### config.mk
export PLATFORM = sky130hd
export DESIGN_NAME = gemm_feed_scheduler
export DESIGN_NICKNAME = d
export VERILOG_FILES = /design/src/rtl/gemm_feed_scheduler.sv
export SDC_FILE = /design/constraint.sdc
export NUM_CORES = 1
export LEC_CHECK = 0
export ABC_AREA = 1
export CORE_ASPECT_RATIO = 1.5
export CORE_UTILIZATION = 48
export CTS_CLUSTER_SIZE = 8
export DETAILED_ROUTE_END_ITERATION = 6
export PLACE_DENSITY = 0.8
export SLEW_MARGIN = 25
export SYNTH_ARGS = -nofsm -noshare
export SYNTH_HDL_FRONTEND = slang
export SYNTH_SLANG_ARGS = --single-unit
### constraint.sdc
create_clock -name clk -period 4.3 [get_ports clk]
set_input_delay 0.86 -clock clk [delete_from_list [all_inputs] [get_ports clk]]
set_output_delay 0.86 -clock clk [all_outputs]
set_load 0.005 [all_outputs]
### src/rtl/gemm_feed_scheduler.sv
// gemm_feed_scheduler: sequences one 2x2 GEMM pass, reading operands and feeding the skewed systolic input stage.
// Latency: acc_clear and the first read one cycle after start; lane 0 data 2 cycles after its read, lane 1 3 cycles after; done k_len+DRAIN_CYCLES+1 cycles after start.
// Backpressure: none; start is ignored while busy, abort returns to IDLE on the next cycle.
//
// Ports:
//   clk, reset                      clock, synchronous active-high reset
//   start, abort, k_len             pass control; k_len latched at start, clamped to K_MAX
//   busy, done, acc_clear           status and one-cycle pulses
//   rd_en, rd_addr                  operand memory read strobe and index k
//   a_rd_data, b_rd_data            A column k / B row k, valid one cycle after rd_en
//   new_a_column(_ena), new_b_row(_ena)  per-lane data and enables to the input stage
//   pass_cycles                     cycle count of the last pass (only with GEMM_FEED_PERF_EN)
module gemm_feed_scheduler #(
  parameter int OP_WIDTH     = 8,
  parameter int K_MAX        = 8,
  parameter int DRAIN_CYCLES = 6,
  localparam int ADDR_W      = $clog2(K_MAX)
) (
  input  logic                  clk,
  input  logic                  reset,
  input  logic                  start,
  input  logic                  abort,
  input  logic [ADDR_W:0]       k_len,
  output logic                  busy,
  output logic                  done,
  output logic                  acc_clear,
  output logic                  rd_en,
  output logic [ADDR_W-1:0]     rd_addr,
  input  logic [2*OP_WIDTH-1:0] a_rd_data,
  input  logic [2*OP_WIDTH-1:0] b_rd_data,
  output logic [2*OP_WIDTH-1:0] new_a_column,
  output logic [2*OP_WIDTH-1:0] new_b_row,
  output logic [1:0]            new_a_column_ena,
  output logic [1:0]            new_b_row_ena
`ifdef GEMM_FEED_PERF_EN
  ,
  output logic [15:0]           pass_cycles
`endif
);

  localparam int DC_W = $clog2(DRAIN_CYCLES) + 1;
  localparam logic [ADDR_W:0] KMAX_V   = (ADDR_W+1)'(K_MAX);
  localparam logic [ADDR_W:0] ONE_K    = (ADDR_W+1)'(1);
  localparam logic [DC_W-1:0] DC_LAST  = DC_W'(DRAIN_CYCLES - 1);

  typedef enum logic [1:0] {IDLE, FEED, DRAIN, DONE} state_t;

  state_t              state;
  logic [ADDR_W:0]     k_lat;
  logic [DC_W-1:0]     drain_cnt;
  logic                rd_vld;      // operand data present on a/b_rd_data this cycle
  logic                skew_vld;    // lane 1 skew register holds valid data
  logic [OP_WIDTH-1:0] a_skew;
  logic [OP_WIDTH-1:0] b_skew;
  logic [ADDR_W:0]     k_in;

  assign k_in = (k_len > KMAX_V) ? KMAX_V : k_len;
  assign busy = (state != IDLE);

  always_ff @(posedge clk) begin
    if (reset) begin
      state            <= IDLE;
      k_lat            <= '0;
      drain_cnt        <= '0;
      rd_en            <= 1'b0;
      rd_addr          <= '0;
      acc_clear        <= 1'b0;
      done             <= 1'b0;
      rd_vld           <= 1'b0;
      skew_vld         <= 1'b0;
      a_skew           <= '0;
      b_skew           <= '0;
      new_a_column     <= '0;
      new_b_row        <= '0;
      new_a_column_ena <= '0;
      new_b_row_ena    <= '0;
    end else begin
      acc_clear <= 1'b0;
      done      <= 1'b0;

      // Lane 0 goes straight out one cycle after the data returns; lane 1
      // takes one extra stage so the array sees the diagonal wavefront.
      // Data is forced to 0 whenever its lane is not valid.
      rd_vld                           <= rd_en;
      new_a_column_ena[0]              <= rd_vld;
      new_b_row_ena[0]                 <= rd_vld;
      new_a_column[OP_WIDTH-1:0]       <= rd_vld ? a_rd_data[OP_WIDTH-1:0] : '0;
      new_b_row[OP_WIDTH-1:0]          <= rd_vld ? b_rd_data[OP_WIDTH-1:0] : '0;
      skew_vld                         <= rd_vld;
      a_skew                           <= rd_vld ? a_rd_data[2*OP_WIDTH-1:OP_WIDTH] : '0;
      b_skew                           <= rd_vld ? b_rd_data[2*OP_WIDTH-1:OP_WIDTH] : '0;
      new_a_column_ena[1]              <= skew_vld;
      new_b_row_ena[1]                 <= skew_vld;
      new_a_column[2*OP_WIDTH-1:OP_WIDTH] <= a_skew;
      new_b_row[2*OP_WIDTH-1:OP_WIDTH]    <= b_skew;

      case (state)
        IDLE: begin
          if (start && !abort) begin
            k_lat <= k_in;
            if (k_in == '0) begin
              state <= DONE;
              done  <= 1'b1;
            end else begin
              state     <= FEED;
              acc_clear <= 1'b1;
              rd_en     <= 1'b1;
              rd_addr   <= '0;
            end
          end
        end
        FEED: begin
          // Index stops at the last element instead of wrapping.
          if ({1'b0, rd_addr} == k_lat - ONE_K) begin
            state     <= DRAIN;
            rd_en     <= 1'b0;
            drain_cnt <= '0;
          end else begin
            rd_addr <= rd_addr + ADDR_W'(1);
          end
        end
        DRAIN: begin
          if (drain_cnt == DC_LAST) begin
            state <= DONE;
            done  <= 1'b1;
          end else begin
            drain_cnt <= drain_cnt + DC_W'(1);
          end
        end
        default: state <= IDLE;
      endcase

      // Abort flushes the whole feed pipeline so nothing partial reaches the array.
      if (abort && state != IDLE) begin
        state            <= IDLE;
        rd_en            <= 1'b0;
        done             <= 1'b0;
        acc_clear        <= 1'b0;
        rd_vld           <= 1'b0;
        skew_vld         <= 1'b0;
        a_skew           <= '0;
        b_skew           <= '0;
        new_a_column     <= '0;
        new_b_row        <= '0;
        new_a_column_ena <= '0;
        new_b_row_ena    <= '0;
      end
    end
  end

`ifdef GEMM_FEED_PERF_EN
  // Counts every non-IDLE cycle of a pass; holds its value between passes.
  always_ff @(posedge clk) begin
    if (reset) begin
      pass_cycles <= '0;
    end else if (state == IDLE && start && !abort) begin
      pass_cycles <= '0;
    end else if (state != IDLE && pass_cycles != 16'hFFFF) begin
      pass_cycles <= pass_cycles + 16'd1;
    end
  end
`endif

endmodule

==> results.py <==
metrics = {
    "finish": {
        "layout_commonest_cell": "clkdlybuf4s50_1",
        "antenna_cells": 0,
        "nNetsFinal": 453,
        "regArea_um2": 1340,
        "multi_input_area_um2": 801,
        "fillers": 407,
        "layout_common_cells": "clkdlybuf4s50_1, inv_1, nor2_1",
        "final_cell_area_um2": 3540,
        "drive_gt1_frac": 0.0707,
        "syn_to_final_growth_pct": 42.3,
    },
    "status": {
        "status": "finished, final reports clean",
    },
    "pwr": {
        "p_leak_uw": 0.00160,
        "power_frac_clock": 0.312,
        "p_seq_frac": 0.424,
        "powerDensity_nw_per_um2": 472,
        "internal_power_uw": 1170,
        "combPwrFrac": 0.264,
        "p_switching_uw": 506,
        "peakVddDrop_mv": 0.289,
        "sw_frac_of_total": 0.302,
    },
    "setup_path": {
        "crit_fanout": 5,
        "crit_type": "reg -> out",
        "r2r_slack_ps": 2470,
        "r2r_start": "k_lat[0]$_SDFFE_PP0P_",
        "rr_endpoint": "drain_cnt[2]$_SDFFE_PP0P_",
        "critPathRequiredTime_ps": 3440,
        "critPathCaptureType": "primary output",
        "start_kind": "register",
        "critPathSlowestCell": "clkdlybuf4s50_1",
        "worstPathArrival_ps": 1650,
        "slowest_delay_ps": 520,
        "rr_worst_depth": 11,
        "cp_cell_sequence": "inv_1 -> ha_1 -> inv_2 -> clkdlybuf4s50_1",
    },
    "grt": {
        "grt_start_max_net_pins": 34,
        "grt_pass1_wl_um": 8580,
        "grtUsageTotal": 0.212,
        "antenna_found_initial": 0,
        "overflow": 0,
        "grt_pass1_vias": 2143,
    },
    "sta": {
        "finalCritPeriodShare": 0.585,
        "finalClockSkew_ps": 6.22,
        "fin_crit_ps": 2510,
        "tns_ps": 0,
        "setup_viol": 0,
        "tightest_slew_ps": 650,
        "max_freq_mhz": 398,
        "drv_slew": 0,
        "slew_headroom": 0.567,
        "rsz0062_at_grt": "no",
        "hold_viol": 0,
    },
    "floorplanning": {
        "core_area_um2": 4930,
        "initial_utilization": 0.505,
        "fp-row-count": 31,
        "io_pins": 83,
        "die_area_um2": 5490,
        "die_x_um": 60.8,
        "die_y_um": 90.2,
    },
    "worst_hold_path": {
        "min_path_cells": 2,
        "hp-class": "reg -> reg",
        "worstHoldStart": "a_skew[6]$_SDFF_PP0_",
        "whs_endpoint": "new_a_column[14]$_SDFF_PP0_",
    },
    "cts": {
        "clock_latency_ps": 330,
        "cts_tree": "built",
        "cts_max_level": 3,
        "path_clk_slew_ps": 70,
        "cts.sinks": 67,
        "root_buffer": "clkbuf_8",
        "ctsHoldBuffers": 0,
        "postCtsSetupBuffers": 0,
        "clk_path_buf_depth": 2,
        "cts_buffers": 9,
        "cts_resized": 0,
    },
    "route": {
        "vias_per_cell": 4.45,
        "drc": 0,
        "wl_um": 5140,
        "ant_nets": 0,
        "avgRoutedWirePerCell_um": 10.8,
        "drt_iter0_drc": 55,
        "vias": 2118,
        "first_pass_iters": 4,
    },
    "synthesis": {
        "yosys.area_share.adder": 0.0402,
        "synth_simple_gate_area_frac": 0.224,
        "ys_types": 28,
        "synthCells": 322,
        "syn_avg_cell_area_um2": 7.73,
        "ys_seq_elements": 67,
        "synth_top_family_by_area": "simple AND/OR/NAND/NOR gates",
        "ys_warn_count": 0,
        "synth-xor-area-share": 0.00704,
        "synth-seq-area-share": 0.539,
        "synth_compound_area_frac": 0.0497,
        "synth_area_um2": 2490,
        "synth_fp_nets": 370,
        "synth_mux_area_frac": 0,
    },
    "place": {
        "io_buffers": 82,
        "dp_hpwl_um": 3940,
        "place_area_um2": 3340,
        "gp_congestion": 0.823,
    },
    "run": {
        "maxCapViolations": 0,
    },
}
==> layout make-up <==
cell class                      count  share of cell area
Clock inverter                      3              0.0131
Tap cell                           66              0.0233
Timing Repair Buffer               82               0.232
Multi-Input combinational cell    167               0.226
Sequential cell                    67               0.379
Inverter                           78              0.0826
Clock buffer                       13              0.0448
==> per-stage QoR <==
stage / hold WS, ps / util / worst slack [ps] / total power (µW) / std cells
CTS: 411 / 0.719 / 1760 / 1690 / 476
floorplan: 394 / - / 2580 / 1020 / 322
global route: 421 / 0.719 / 1700 / 1780 / 476
global placement: 394 / 0.677 / 1590 / 1150 / 460
detailed placement: 402 / 0.677 / 1500 / 1170 / 460
finish: 408 / 0.719 / 1790 / 1670 / 476
==> per-layer routing <==
layer  track usage  vias up  part of all wire
met3         0.121       18              0.10
met5             0        -                 0
li1              -     1103                 -
met4        0.0985        0             0.030
met1         0.179      921              0.34
met2         0.376       76              0.52
==> cell families (layout without fill, tap and decap cells) <==
| group | Yosys count | in the layout |
|---|---|---|
| AOI/OAI and AO/OA | 21 | 21 |
| xor gates and xnor gates | 2 | 2 |
| adders and majority gates | 8 | 8 |
| buffers and inverters | 88 | 176 |
| DFF | 67 | 67 |
| and+or+nand+nor | 136 | 136 |
==> power by group through the flow <==
stage	Sequential (µW)	Combinational, µW	Clock, µW
3_3_place_gp	721	433	0
5_1_grt	716	504	562
6_report	709	442	522
3_5_place_dp	724	443	0
2_1_floorplan	718	297	0
4_1_cts	709	446	533
==> worst max path at each step <==
stage,cells after the start,to,from
3_3_place_gp,4,new_a_column[5]$_SDFF_PP0_,reset
3_5_place_dp,4,new_a_column[5]$_SDFF_PP0_,reset
5_1_grt,4,busy,state[0]$_SDFFE_PP0P_
4_1_cts,4,busy,state[0]$_SDFFE_PP0P_
2_1_floorplan,7,state[0]$_SDFFE_PP0P_,reset
6_report,4,busy,state[0]$_SDFFE_PP0P_
==> synth_stat cells, drive strengths merged <==
cell type  number  area (µm²)
a211oi          1        7.51
dfxtp          67        1340
clkbuf          5        18.8
xor2            1        8.76
ha              8         100
nand2          46         180
a22oi           1        7.51
o21bai          1        7.51
nand4           1        6.26
or2             1        6.26
buf             5        38.8
and2            1        7.51
nor2           69         262
xnor2           1        8.76
a21oi          13        68.8
o21ai           4        20.0
nor3            1        5.00
inv            78         293
o22ai           1        12.5
nand3          17        90.1
==> worst max-delay path: cells and delay by family, from the launching register on <==
family	cells	cell delay [ps]
flip-flops	1	360
buffers and inverters	3	720
adder cells (fa/ha/maj)	1	250
==> registers in the layout (all words and copies together), names as in the netlist, 2 cells and up <==
signal / cells
state: 2
k_lat: 4
b_skew: 8
drain_cnt: 4
a_skew: 8
new_b_row: 16
new_b_row_ena: 2
rd_addr: 3
new_a_column: 16
Note: power is estimated with default switching activity, not from simulation.
